===== src/rtl/ws_conv_sequencer.sv =====
// Weight-stationary convolution sequencer: loads kernel weights and activations into the
// array from XMEM, drains OFIFO psums into PMEM, then re-reads PMEM to accumulate outputs.
module ws_conv_sequencer #(
  parameter int unsigned COL    = 8,
  parameter int unsigned KSIZE  = 3,
  parameter int unsigned IN_DIM = 6,
  parameter int unsigned WBASE  = 8'h80,
  parameter int unsigned XAW    = 8,
  parameter int unsigned PAW    = 9
) (
  input  logic           clk,
  input  logic           reset,
  input  logic           start,
  input  logic           l0_ready,
  input  logic           ofifo_valid,
  output logic           xmem_cen,
  output logic           xmem_wen,
  output logic [XAW-1:0] xmem_addr,
  output logic           load,
  output logic           execute,
  output logic           mode,
  output logic           ofifo_rd,
  output logic           pmem_cen,
  output logic           pmem_wen,
  output logic [PAW-1:0] pmem_addr,
  output logic           acc,
  output logic           psum_bypass,
  output logic           busy,
  output logic           done
);

  localparam int unsigned LEN_KIJ  = KSIZE * KSIZE;
  localparam int unsigned LEN_NIJ  = IN_DIM * IN_DIM;
  localparam int unsigned OUT_DIM  = IN_DIM - KSIZE + 1;
  localparam int unsigned TOTAL    = LEN_KIJ * LEN_NIJ;
  localparam int unsigned KIJ_W    = $clog2(LEN_KIJ + 1);
  localparam int unsigned T_W      = $clog2(COL + 1);
  localparam int unsigned NIJ_W    = $clog2(LEN_NIJ + 1);
  localparam int unsigned WR_W     = $clog2(TOTAL + 1);
  localparam int unsigned O_W      = $clog2(OUT_DIM + 1);
  localparam int unsigned KS_W     = $clog2(KSIZE + 1);

  typedef enum logic [2:0] {StIdle, StLoadW, StExec, StDrain, StAcc, StAccGap, StDone} state_e;

  state_e           state_q, state_d;
  logic [KIJ_W-1:0] kij_q, kij_d, k_q, k_d;
  logic [T_W-1:0]   t_q, t_d;
  logic [NIJ_W-1:0] nij_q, nij_d;
  logic [WR_W-1:0]  wr_cnt_q, wr_cnt_d;
  logic [O_W-1:0]   orow_q, orow_d, ocol_q, ocol_d;
  logic [KS_W-1:0]  krow_q, krow_d, kcol_q, kcol_d;

  logic           xmem_cen_q, xmem_cen_d, xmem_wen_q, xmem_wen_d;
  logic [XAW-1:0] xmem_addr_q, xmem_addr_d;
  logic           load_q, load_d, execute_q, execute_d, mode_q, mode_d, ofifo_rd_q, ofifo_rd_d;
  logic           pmem_cen_q, pmem_cen_d, pmem_wen_q, pmem_wen_d;
  logic [PAW-1:0] pmem_addr_q, pmem_addr_d;
  logic           acc_q, acc_d, psum_bypass_q, psum_bypass_d, busy_q, busy_d, done_q, done_d;

  always_comb begin
    state_d     = state_q;
    kij_d       = kij_q;
    k_d         = k_q;
    t_d         = t_q;
    nij_d       = nij_q;
    wr_cnt_d    = wr_cnt_q;
    orow_d      = orow_q;
    ocol_d      = ocol_q;
    krow_d      = krow_q;
    kcol_d      = kcol_q;
    xmem_cen_d  = 1'b1;
    xmem_wen_d  = 1'b1;
    xmem_addr_d = xmem_addr_q;
    load_d      = 1'b0;
    execute_d   = 1'b0;
    mode_d      = 1'b0;
    ofifo_rd_d  = 1'b0;
    pmem_cen_d  = 1'b1;
    pmem_wen_d  = 1'b1;
    pmem_addr_d = pmem_addr_q;
    acc_d       = 1'b0;

    // Drain runs alongside weight/activation streaming; PMEM is otherwise idle until ACC.
    if ((state_q inside {StLoadW, StExec, StDrain}) && ofifo_valid &&
        (wr_cnt_q < WR_W'(TOTAL))) begin
      ofifo_rd_d  = 1'b1;
      pmem_cen_d  = 1'b0;
      pmem_wen_d  = 1'b0;
      pmem_addr_d = PAW'(wr_cnt_q);
      wr_cnt_d    = wr_cnt_q + WR_W'(1);
    end

    unique case (state_q)
      StIdle: begin
        if (start) begin
          state_d  = StLoadW;
          kij_d    = '0;
          k_d      = '0;
          t_d      = '0;
          nij_d    = '0;
          wr_cnt_d = '0;
          orow_d   = '0;
          ocol_d   = '0;
          krow_d   = '0;
          kcol_d   = '0;
        end
      end
      StLoadW: begin
        if (l0_ready) begin
          xmem_cen_d  = 1'b0;
          load_d      = 1'b1;
          xmem_addr_d = XAW'(WBASE + 32'(kij_q) * COL + 32'(t_q));
          if (t_q == T_W'(COL - 1)) begin
            t_d     = '0;
            state_d = StExec;
          end else begin
            t_d = t_q + T_W'(1);
          end
        end
      end
      StExec: begin
        // nij == LEN_NIJ marks the mode=1 turnaround cycle after the last activation row.
        if (nij_q == NIJ_W'(LEN_NIJ)) begin
          mode_d = 1'b1;
          nij_d  = '0;
          if (kij_q == KIJ_W'(LEN_KIJ - 1)) begin
            state_d = StDrain;
          end else begin
            kij_d   = kij_q + KIJ_W'(1);
            state_d = StLoadW;
          end
        end else if (l0_ready) begin
          xmem_cen_d  = 1'b0;
          execute_d   = 1'b1;
          xmem_addr_d = XAW'(nij_q);
          nij_d       = nij_q + NIJ_W'(1);
        end
      end
      StDrain: begin
        if (wr_cnt_q == WR_W'(TOTAL)) state_d = StAcc;
      end
      StAcc: begin
        pmem_cen_d  = 1'b0;
        acc_d       = 1'b1;
        pmem_addr_d = PAW'(32'(k_q) * LEN_NIJ + (32'(orow_q) + 32'(krow_q)) * IN_DIM +
                           32'(ocol_q) + 32'(kcol_q));
        if (k_q == KIJ_W'(LEN_KIJ - 1)) begin
          k_d     = '0;
          krow_d  = '0;
          kcol_d  = '0;
          state_d = StAccGap;
        end else begin
          k_d = k_q + KIJ_W'(1);
          if (kcol_q == KS_W'(KSIZE - 1)) begin
            kcol_d = '0;
            krow_d = krow_q + KS_W'(1);
          end else begin
            kcol_d = kcol_q + KS_W'(1);
          end
        end
      end
      StAccGap: begin
        state_d = StAcc;
        if (ocol_q == O_W'(OUT_DIM - 1)) begin
          ocol_d = '0;
          if (orow_q == O_W'(OUT_DIM - 1)) begin
            orow_d  = '0;
            state_d = StDone;
          end else begin
            orow_d = orow_q + O_W'(1);
          end
        end else begin
          ocol_d = ocol_q + O_W'(1);
        end
      end
      StDone:  state_d = StIdle;
      default: state_d = StIdle;
    endcase

    busy_d        = (state_d != StIdle);
    done_d        = (state_d == StDone);
    psum_bypass_d = (state_d inside {StLoadW, StExec, StDrain});
  end

  always_ff @(posedge clk or negedge reset) begin
    if (!reset) begin
      state_q       <= StIdle;
      kij_q         <= '0;
      k_q           <= '0;
      t_q           <= '0;
      nij_q         <= '0;
      wr_cnt_q      <= '0;
      orow_q        <= '0;
      ocol_q        <= '0;
      krow_q        <= '0;
      kcol_q        <= '0;
      xmem_cen_q    <= 1'b1;
      xmem_wen_q    <= 1'b1;
      xmem_addr_q   <= '0;
      load_q        <= 1'b0;
      execute_q     <= 1'b0;
      mode_q        <= 1'b0;
      ofifo_rd_q    <= 1'b0;
      pmem_cen_q    <= 1'b1;
      pmem_wen_q    <= 1'b1;
      pmem_addr_q   <= '0;
      acc_q         <= 1'b0;
      psum_bypass_q <= 1'b0;
      busy_q        <= 1'b0;
      done_q        <= 1'b0;
    end else begin
      state_q       <= state_d;
      kij_q         <= kij_d;
      k_q           <= k_d;
      t_q           <= t_d;
      nij_q         <= nij_d;
      wr_cnt_q      <= wr_cnt_d;
      orow_q        <= orow_d;
      ocol_q        <= ocol_d;
      krow_q        <= krow_d;
      kcol_q        <= kcol_d;
      xmem_cen_q    <= xmem_cen_d;
      xmem_wen_q    <= xmem_wen_d;
      xmem_addr_q   <= xmem_addr_d;
      load_q        <= load_d;
      execute_q     <= execute_d;
      mode_q        <= mode_d;
      ofifo_rd_q    <= ofifo_rd_d;
      pmem_cen_q    <= pmem_cen_d;
      pmem_wen_q    <= pmem_wen_d;
      pmem_addr_q   <= pmem_addr_d;
      acc_q         <= acc_d;
      psum_bypass_q <= psum_bypass_d;
      busy_q        <= busy_d;
      done_q        <= done_d;
    end
  end

  assign xmem_cen    = xmem_cen_q;
  assign xmem_wen    = xmem_wen_q;
  assign xmem_addr   = xmem_addr_q;
  assign load        = load_q;
  assign execute     = execute_q;
  assign mode        = mode_q;
  assign ofifo_rd    = ofifo_rd_q;
  assign pmem_cen    = pmem_cen_q;
  assign pmem_wen    = pmem_wen_q;
  assign pmem_addr   = pmem_addr_q;
  assign acc         = acc_q;
  assign psum_bypass = psum_bypass_q;
  assign busy        = busy_q;
  assign done        = done_q;

endmodule


===== config.mk =====
export PLATFORM = sky130hd
export DESIGN_NAME = ws_conv_sequencer
export DESIGN_NICKNAME = d
export VERILOG_FILES = /design/src/rtl/ws_conv_sequencer.sv
export SDC_FILE = /design/constraint.sdc
export NUM_CORES = 1
export LEC_CHECK = 0
export BUFFER_PORTS_ARGS = -buffer_cell sky130_fd_sc_hd__buf_2
export CELL_PAD_IN_SITES_DETAIL_PLACEMENT = 2
export CELL_PAD_IN_SITES_GLOBAL_PLACEMENT = 2
export CORE_MARGIN = 4
export CORE_UTILIZATION = 41
export DETAILED_ROUTE_END_ITERATION = 16
export GPL_TIMING_DRIVEN = 1
export PLACE_DENSITY_LB_ADDON = 0.1
export SKIP_LAST_GASP = 1
export SLEW_MARGIN = 0
export SYNTH_ARGS = -nofsm -noshare
export SYNTH_HDL_FRONTEND = slang
export SYNTH_SLANG_ARGS = --single-unit

===== constraint.sdc =====
create_clock -name clk -period 8.5 [get_ports clk]
set_input_delay 0.425 -clock clk [delete_from_list [all_inputs] [get_ports clk]]
set_output_delay 0.425 -clock clk [all_outputs]
set_load 0.05 [all_outputs]

== After elaboration in Yosys (flattened, before gate mapping) ==
Cells that the tools add are included.
Storage, ports and cells
  word-level logic and storage cells: 145
  output and inout port bits: 29
  bits of input ports: 5
  register bits after elaboration: 68
Operators by class
  reduce and logical (&&, ||, !) cells: 20
  add/subtract/negate cells: 15
  order comparisons: 1
  equal/unequal tests: 26
  muxes and demuxes: 58
  multipliers: 2
Operators with widths (count)
  $mux W9: 5
  $mux W3: 10
  $mux W4: 6
  $mux W8: 3
  $pmux W4 S2: 3
  $eq A3 B2 Y1 const B: 6
  $mux W6: 3
  $pmux W3 S6: 1
  $mux W2: 8
  $pmux W8 S2: 1
  $add A4 B1 Y4 const B: 3
  $mux W1: 12
  $ne A2 B2 Y1 const B: 6
  $pmux W3 S2: 2
  $pmux W6 S2: 1
  $reduce_and A3 Y1: 4
  $reduce_bool A2 Y1: 6
  $add A9 B1 Y9 const B: 1
  $add A9 B2 Y9: 1
  $add A9 B3 Y9: 1
  $add A9 B7 Y9: 1
  $eq A3 B3 Y1 const B: 3
  $eq A9 B9 Y1 const B: 1
  $lt A9 B9 Y1 const B: 1
  other kinds (23): 33

== Logic depth before layout (Yosys ltp) ==
Gate-level depths: netlist (run 1).
  word-level depth: 7
  gate-level depth with buffers: 15

== Least setup slack after synthesis (run 1) ==
No wires, ideal clock.
  path kind: reg-to-reg
  start point: reg orow_q[0]
  end point: reg pmem_addr_q[7], in the netlist pmem_addr[7]
  data arrival time: 3.188 ns
  cell stages (with the launch flop): 14
  slack: 5.188 ns
  data required time: 8.376 ns
  period minus slack after synthesis: 3.312 ns
  cells stage by stage: dfrtp_1 -> ha_1 -> inv_1 -> fa_1 -> inv_1 -> ha_1 -> fa_1 -> a21o_1 -> ha_1 -> ha_1 -> or4_1 -> mux2i_1 -> a211oi_1 -> o31a_1
On the way
  word-level cells in the longest chain between the ends: 6
Ends and longest elaborated chain
  from (decl): RTL line 50  | logic [O_W-1:0] orow_q, orow_d, ocol_q, ocol_d;
  from (signal assigned): RTL line 218  | orow_q <= orow_d;
  $add A3 B2 Y4: RTL line 145  | pmem_addr_d = PAW'(32'(k_q) * LEN_NIJ + (32'(orow_q) + 32'(krow_q)) * IN_DIM +
  $mul A4 B2 Y6: RTL line 145
  $add A9 B7 Y9: RTL line 145
  $add A9 B3 Y9: RTL line 145
  $add A9 B2 Y9: RTL line 146  | 32'(ocol_q) + 32'(kcol_q));
  $mux W9: RTL line 93  | unique case (state_q)
  to (signal assigned): RTL line 231  | pmem_addr_q <= pmem_addr_d;
  to (decl): RTL line 57  | logic [PAW-1:0] pmem_addr_q, pmem_addr_d;
No other way between the ends.
A chain may end at the register's enable or synchronous reset.

== Worst setup path after layout (run 1) ==
Ends and elaborated chain as after synthesis.

==> impl_metrics.tcl, run 1 <==
set metrics [dict create \
    start_util 0.426 \
    cts-root-buf "clkbuf_8" \
    clkTransAtPathRegs_ps 90 \
    areaGrowthSynthToFinish_pct 12.1 \
    grt_pass1_wl_um 19500 \
    antennaDiodeCount 0 \
    via_per_inst 5.58 \
    share_seq_of_total_power 0.478 \
    wire_per_inst_um 19.9 \
    syn-cell-area_um2 3980 \
    power_frac_clock 0.353 \
    grt_pass1_vias 3693 \
    max_slew_margin 0.308 \
    clock-sinks 68 \
    tns_ps 0 \
    regArea_um2 1710 \
    synth_cell_types 56 \
    h-tree-depth 3 \
    dp_hpwl_um 8050 \
    skew_ps 14.7 \
    combPwrFrac 0.169 \
    synth_seq_area_share 0.429 \
    insertion_delay_ps 370 \
    required_ps 8810 \
    layout_common_cells "dfrtp_1, nand2_1, nor2_1, ha_1" \
    io_buffers 32 \
    place_congestion 0.804 \
    cts_setup_buffers 0 \
    final_max_slew_viol_count 0 \
    final_common_cell "dfrtp_1" \
    leakagePower_uw 0.00219 \
    status "finished, final reports clean" \
    final_nets 498 \
    avgSynthCellArea_um2 9.43 \
    yosys_warnings 0 \
    crit_buf_inv 1 \
    syn-num-nets 466 \
    routed_wl_um 11700 \
    cts_buffer_depth 2 \
    vias 3280 \
    intPower_uw 534 \
    period_share 0.455 \
    cpPeakStageDelay_ps 460 \
    core_um2 9330 \
    crit_type "reg -> reg" \
    setup_viol 0 \
    cts_tree "yes" \
    die_h_um 106 \
    p_switching_uw 288 \
    slowest_stage "xnor2_1" \
    ir_worst_vdd_mv 0.0894 \
    ant_nets 0 \
    critPathTopFamily "adder cells" \
    netSwitchingFraction 0.350 \
    crit_chain "ha_1 > inv_1 > fa_1 > xnor2_1 > ha_1 > a21o_1 > a21oi_1 > xnor2_1 > ha_1 > ha_1 > o21ai_0 > a21oi_1 > mux2i_1 > a211oi_1 > o31a_1" \
    period_minus_slack_ps 3870 \
    antenna_found_initial 0 \
    pwr_density_cell_nw_per_um2 184 \
    holdBufCountCts 0 \
    cts_buffers 9 \
    drive_gt1_frac 0.131 \
    synth_edf_count 0 \
    worstPathArrival_ps 4180 \
    worstMarginPinSlew_ps 1030 \
    crit_path_end_kind "register" \
    critPathLaunchType "register" \
    dpl.cell_count 572 \
    fmax_mhz 259 \
    path_common_cell "ha_1" \
    hold_viol_final 0 \
    layout.cells.non_filler 588 \
    track_usage 0.221 \
    num-fill-cells 1033 \
    rsz0062_at_grt "false" \
    drt_iter0_drc 113 \
    synth-seq-cells 68 \
    route.detailed.drc 0 \
    grt_max_degree 69 \
    multi_input_area_um2 2080 \
    die_x_um 106 \
    synth_ff_type "dfrtp_1" \
    dieArea_um2 11300 \
    synth-async-reset-ratio 1.00 \
    grt_overflow_total 0 \
    hold_class "in -> async" \
    rows 35 \
    synthesis.instances 422 \
    post_cts_resized 0 \
    cp_max_fo 5 \
    boundaryPins 34 \
    firstDrtPassIters 4 \
    maxCapViolations 0 \
]
-- flip-flops by register name, summed over array words and instances (netlist names), 2 cells and up --
| signal | count |
|---|---|
| kij_q | 4 |
| xmem_addr | 8 |
| k_q | 4 |
| kcol_q | 2 |
| ocol_q | 3 |
| wr_cnt_q | 9 |
| nij_q | 6 |
| krow_q | 2 |
| orow_q | 3 |
| state_q | 3 |
| pmem_addr | 9 |
| t_q | 4 |
-- power by group through the flow --
stage / Combinational, uW / Clock (uW) / Sequential, uW
after floorplan: 54.8 / 0 / 434
after global placement: 135 / 0 / 397
after detailed placement: 140 / 0 / 398
after CTS: 141 / 297 / 393
after global routing: 149 / 314 / 398
final: 139 / 290 / 393
-- final cells by class --
class,count,area share
Timing Repair Buffer,35,0.0410
Inverter,33,0.0278
Sequential cell,68,0.383
Multi-Input combinational cell,307,0.466
Clock buffer,9,0.0278
Tap cell,129,0.0362
Clock inverter,7,0.0188
-- stage by stage --
| stage | util | area, um2 | hold WS [ps] | power (uW) | worst slack, ps |
|---|---|---|---|---|---|
| after floorplan | - | 3980 | 129 | 489 | 5190 |
| after global placement | 0.456 | 4250 | 486 | 532 | 4970 |
| after detailed placement | 0.456 | 4250 | 495 | 538 | 4800 |
| after CTS | 0.478 | 4460 | 306 | 831 | 4650 |
| after global routing | 0.478 | 4460 | 334 | 861 | 4400 |
| final | 0.478 | 4460 | 246 | 822 | 4630 |
-- synthesized netlist by cell type (6+ instances only) --
cell	instances	area (um2)
nand2_1	55	206
mux2i_1	11	110
nor2_1	37	139
o21ai_0	27	135
xor2_1	7	61.3
clkbuf_1	7	26.3
inv_1	32	120
dfrtp_1	65	1630
nand3_1	15	75.1
a31oi_1	10	62.6
a21oi_1	12	60.1
ha_1	34	425
xnor2_1	10	87.6
and3_1	6	37.5
-- logic make-up after synthesis --
kind of cell / after synthesis / synth area share
AO/OA/AOI/OAI: 83 / 0.133
adder cells (fa/ha/maj): 39 / 0.132
multiplexers: 13 / 0.0333
buffers and inverters: 47 / 0.0491
flip-flops: 68 / 0.429
AND/OR/NAND/NOR: 154 / 0.185
other: 1 / 0.000943
XOR/XNOR: 17 / 0.0374
-- worst paths after layout --
path | startpoint | end | slack [ps] | cells after the start
worst max-delay path | orow_q[0]$_DFFE_PN0P_ | pmem_addr[7]$_DFFE_PN0N_ | 4630 | 15
worst min-delay path | reset | pmem_addr[8]$_DFFE_PN0N_ | 250 | 2
worst max register to register | orow_q[0]$_DFFE_PN0P_ | pmem_addr[7]$_DFFE_PN0N_ | 4630 | 15
worst min register to register | kcol_q[1]$_DFFE_PN0P_ | kcol_q[0]$_DFFE_PN0P_ | 510 | 1
max in group asynchronous | reset | krow_q[1]$_DFFE_PN0P_ | 7640 | 2
min in group clk | l0_ready | execute$_DFF_PN0_ | 410 | 3
-- routing by layer --
layer | GRT usage | up-vias | wire (um)
li1 | - | 1520 | -
met1 | 0.278 | 1690 | 5270
met2 | 0.384 | 55 | 5870
met3 | 0.0322 | 15 | 357
met4 | 0.0813 | 0 | 193
met5 | 0 | - | 0
No activity file was read; power rests on OpenSTA's default activity.
==> run 2: changes to the inputs <==
CORE_UTILIZATION = 34   (was 41)
clock period = 3.33 ns   (was 8.5 ns; I/O delays follow)
==> run 2 against run 1 <==
  * The flow now finishes with violations (negative hold slack, negative setup slack)
  * Setup slack got worse by 4700 ps
  * Sequential power grew to 2.5 times the previous value
  * Register-to-register slack got worse by 4700 ps
  * Utilization down 4.6 points
  * Critical endpoint is now pmem_addr[6]$_DFFE_PN0N_
  * Highest routed layer unchanged
==> impl_metrics.tcl, run 2 (synthesis gave the netlist of run 1 again) <==
set metrics [dict create \
    status "complete, but fails checks" \
    violations "negative hold slack, negative setup slack" \
    grt_overflow_total 0 \
    ant_nets 0 \
    dp_slack_ps -183 \
    final_common_cell "dfrtp_1" \
    required_ps 3530 \
    rsz0062_at_grt "true" \
    track_usage 0.197 \
    boundaryPins 34 \
    insertion_delay_ps 350 \
    wire_per_inst_um 20.4 \
    worstPathArrival_ps 3610 \
    cp_max_fo 4 \
    final_area_um2 4940 \
    layout_common_cells "dfrtp_1, nand2_1, nor2_1, buf_2, inv_1" \
    start_util 0.348 \
    areaGrowthSynthToFinish_pct 24.1 \
    skew_ps 8.16 \
    drive_gt1_frac 0.222 \
    firstDrtPassIters 4 \
    clkTransAtPathRegs_ps 60 \
    ir_worst_vdd_mv 0.281 \
    worst_slack_ps -82.1 \
    r2r_start "orow_q[0]$_DFFE_PN0P_" \
    pwr_density_cell_nw_per_um2 467 \
    io_buffers 32 \
    antennaDiodeCount 0 \
    setup_viol 3 \
    crit_path_end_kind "register" \
    drt_iter0_drc 110 \
    cts-root-buf "clkbuf_16" \
    h-tree-depth 3 \
    fmax_mhz 293 \
    whs_ps -54.9 \
    crit_path_start "orow_q[0]$_DFFE_PN0P_" \
    dieArea_um2 13500 \
    routed_wl_um 12700 \
    vias 3279 \
    cts_tree "yes" \
    cts_buffer_depth 2 \
    critPathLaunchType "register" \
    period_share 1.02 \
    die_h_um 116 \
    antenna_found_initial 0 \
    dp_hpwl_um 8570 \
    cts_buffers 9 \
    route.detailed.drc 0 \
    leakagePower_uw 0.00235 \
    grt_pass1_vias 3667 \
    placed_area_um2 4390 \
    via_per_inst 5.28 \
    layout.cells.non_filler 621 \
    hold_viol_final 61 \
    clock-sinks 68 \
    core_um2 11400 \
    final_max_slew_viol_count 0 \
    hold_class "in -> async" \
    final_nets 517 \
    crit_type "reg -> reg" \
    period_minus_slack_ps 3410 \
    die_x_um 116 \
    worstMarginPinSlew_ps 927 \
    place_congestion 0.814 \
    rows 39 \
    maxCapViolations 0 \
    power_uw 2310 \
    grt_pass1_wl_um 20100 \
    dpl.cell_count 602 \
    max_slew_margin 0.382 \
    grt_max_degree 69 \
]
run 2: cell count changes in the layout (fill, tap and decap cells not counted), moves of 3 or more:
cell and delta:
clkbuf_8 -9, clkinv_2 +3, xnor2_1 -3, buf_4 +19, fa_1 -4, ha_1 -11
fa_2 +4, ha_4 +10, a21oi_1 -3, clkbuf_16 +9
run 2: cell type report:
class	instances	area, um2
Fill cell	1269	6480
Inverter	33	126
Timing Repair Buffer	54	332
Clock buffer	11	233
Clock inverter	5	53.8
Tap cell	143	179
Sequential cell	68	1710
Multi-Input combinational cell	307	2310
run 2: where the power goes:
part	total, uW	switching, uW	internal (uW)
logic	355	252	103
clock network	952	374	577
registers	1000	98.2	903
total	2310	724	1580
run 2: per-stage QoR:
step                 util  TNS [ps]  hold WS, ps
floorplan               -         0         -129
global placement    0.385     -61.8          369
detailed placement  0.385      -599          371
CTS                 0.421     -38.7         1.02
global route        0.432      -903         10.3
finish              0.432      -174        -54.9
run 2: final timing paths:
path | to | slack, ps | cells after the start
max | pmem_addr[6]$_DFFE_PN0N_ | -80 | 15
max in group asynchronous | wr_cnt_q[0]$_DFF_PN0_ | 2770 | 1
min | k_q[3]$_DFFE_PN0P_ | -50 | 1
min reg2reg | xmem_addr[6]$_DFFE_PN0P_ | 510 | 1
max reg2reg | pmem_addr[6]$_DFFE_PN0N_ | -80 | 15
min in group clk | execute$_DFF_PN0_ | 180 | 3
run 2: repair_timing:
| action | in CTS | in global routing |
|---|---|---|
| gates resized for setup | 22 | 16 |
| endpoints found under the hold margin | 0 | 0 |
| hold buffers | 0 | 0 |
| pin swaps | 10 | 18 |
| buffers inserted | 1 | 2 |
| endpoints found under the setup margin | 5 | 5 |
run 2: per-layer routing:
metal  GRT usage  vias to the layer above  share of wire
met2       0.351                       38           0.53
met4      0.0719                        0          0.016
met3      0.0337                       14          0.024
met1       0.241                     1660           0.43
li1            -                     1567              -
met5           0                        -              0
run 2: critical path, stage by stage (launching register included):
cell	delay, ps
dfrtp_1	370
ha_2	210
inv_2	50
fa_2	560
inv_4	60
ha_4	230
a21o_1	170
a21oi_2	200
xnor2_2	100
ha_1	340
ha_4	250
a21o_1	200
buf_4	140
a31oi_4	150
xor2_1	160
mux2i_1	90
==> run 3: changes to the inputs <==
CAP_MARGIN = 5   (was default)
CORE_UTILIZATION = 38   (was 34)
clock period = 3.29 ns   (was 3.33 ns; I/O delays follow)
==> run 3 against run 2 <==
  * The run ends with negative setup slack left
  * Via count up 2.0%
  * Sequential share of layout area grew 0.24 points
  * Sequential power about the same
  * Die area down 9.8%
  * Setup slack worse by 39 ps
==> impl_metrics.tcl, run 3 (synthesis gave the netlist of run 1 again) <==
set metrics [dict create \
    status "complete, but fails checks" \
    violations "negative setup slack" \
    required_ps 3530 \
    grt_overflow_total 0 \
    num-fill-cells 1133 \
    combPwrFrac 0.172 \
    netSwitchingFraction 0.341 \
    antenna_found_initial 0 \
    boundaryPins 34 \
    p_switching_uw 708 \
    share_seq_of_total_power 0.485 \
    dp_hpwl_um 8450 \
    rows 37 \
    holdBufCountCts 0 \
    power_frac_clock 0.344 \
    final_area_um2 4900 \
    whs_ps 18.3 \
    ant_nets 0 \
    dp_slack_ps -233 \
    dieArea_um2 12200 \
    firstDrtPassIters 4 \
    h-tree-depth 3 \
    clkTransAtPathRegs_ps 80 \
    worstPathArrival_ps 3660 \
    clock-sinks 68 \
    grt_pass1_wl_um 20300 \
    cts-root-buf "clkbuf_8" \
    io_buffers 32 \
    leakagePower_uw 0.00234 \
    track_usage 0.222 \
    power_uw 2080 \
    path_common_cell "ha_4" \
    die_x_um 110 \
    grt_max_degree 69 \
    core_um2 10300 \
    crit_path_end_kind "register" \
    critPathLaunchType "register" \
    pwr_density_cell_nw_per_um2 423 \
    maxCapViolations 0 \
    layout_common_cells "dfrtp_1, nand2_1, nor2_1, buf_2, inv_1" \
    fmax_mhz 293 \
    worst_slack_ps -121 \
    ir_worst_vdd_mv 0.261 \
    routed_wl_um 12500 \
    wire_per_inst_um 20.1 \
    period_share 1.04 \
    final_common_cell "dfrtp_1" \
    final_max_slew_viol_count 0 \
    vias 3344 \
    cts_buffer_depth 2 \
    via_per_inst 5.39 \
    cts_buffers 9 \
    placed_area_um2 4410 \
    crit_buf_inv 2 \
    setup_viol 3 \
    cts_tree "yes" \
    period_minus_slack_ps 3410 \
    cpPeakStageDelay_ps 550 \
    intPower_uw 1370 \
    crit_type "reg -> reg" \
    critPathTopFamily "adder cells" \
    tns_ps -208 \
    hold_class "in -> async" \
    hold_viol_final 0 \
    antennaDiodeCount 0 \
    crit_chain "ha_2 > inv_2 > fa_2 > inv_4 > ha_4 > fa_2 > a21o_1 > ha_4 > ha_4 > or4_4 > mux2i_1 > a211oi_1 > o31a_1" \
    max_slew_margin 0.391 \
    slowest_stage "fa_2" \
    die_h_um 110 \
    cp_max_fo 5 \
    areaGrowthSynthToFinish_pct 23.3 \
    place_congestion 0.839 \
    final_nets 523 \
    rsz0062_at_grt "true" \
    drive_gt1_frac 0.238 \
    insertion_delay_ps 360 \
    grt_pass1_vias 3809 \
    start_util 0.387 \
    route.detailed.drc 0 \
    skew_ps 8.56 \
    drt_iter0_drc 89 \
    worstMarginPinSlew_ps 913 \
]
run 3: cell types whose count changed in the layout (fill, tap and decap cells not counted), moves of 2 or more:
cell / change
clkbuf_8: +9
clkbuf_1: -2
clkinvlp_4: +3
buf_4: +4
clkinv_2: -2
clkbuf_16: -9
run 3: path summary, 6_finish.rpt:
path	startpoint	endpoint	slack, ps	cells after the start
max in group asynchronous	reset	state_q[0]$_DFF_PN0_	2670	2
max reg2reg	krow_q[0]$_DFFE_PN0P_	pmem_addr[7]$_DFFE_PN0N_	-120	13
min reg2reg	xmem_addr[6]$_DFFE_PN0P_	xmem_addr[6]$_DFFE_PN0P_	500	1
min	reset	k_q[2]$_DFFE_PN0P_	20	2
min in group clk	l0_ready	execute$_DFF_PN0_	150	3
max	krow_q[0]$_DFFE_PN0P_	pmem_addr[7]$_DFFE_PN0N_	-120	13
run 3: cell type report:
| type | instances | area (um2) | area share |
|---|---|---|---|
| tap | 136 | 170 | 0.0347 |
| multi-input combinational | 307 | 2320 | 0.474 |
| clock inverter | 7 | 75.1 | 0.0153 |
| clock buffer | 9 | 124 | 0.0253 |
| timing repair buffer | 60 | 378 | 0.0771 |
| inverter | 33 | 126 | 0.0258 |
| sequential | 68 | 1710 | 0.348 |
run 3: metal layers:
layer / vias to the layer above / global-route usage / part of all wire
met5: - / 0 / 0
met4: 0 / 0.0739 / 0.020
met3: 20 / 0.0367 / 0.021
met2: 47 / 0.426 / 0.56
met1: 1707 / 0.246 / 0.40
li1: 1570 / - / -
run 3: repair_timing:
action | in CTS | in global routing
buffers inserted | 4 | 3
resized for setup | 28 | 12
pin swaps | 18 | 16
endpoints found under the setup margin | 5 | 5
run 3: power groups by stage:
stage | clock [uW] | combinational (uW) | sequential [uW]
floorplan | 0 | 142 | 1120
global placement | 0 | 348 | 1020
detailed placement | 0 | 358 | 1020
CTS | 734 | 361 | 1010
global route | 779 | 394 | 1020
finish | 713 | 356 | 1010
run 3: metrics by stage:
stage,cells,util
floorplan,422,-
global placement,597,0.430
detailed placement,597,0.430
CTS,617,0.468
global route,620,0.477
finish,620,0.477
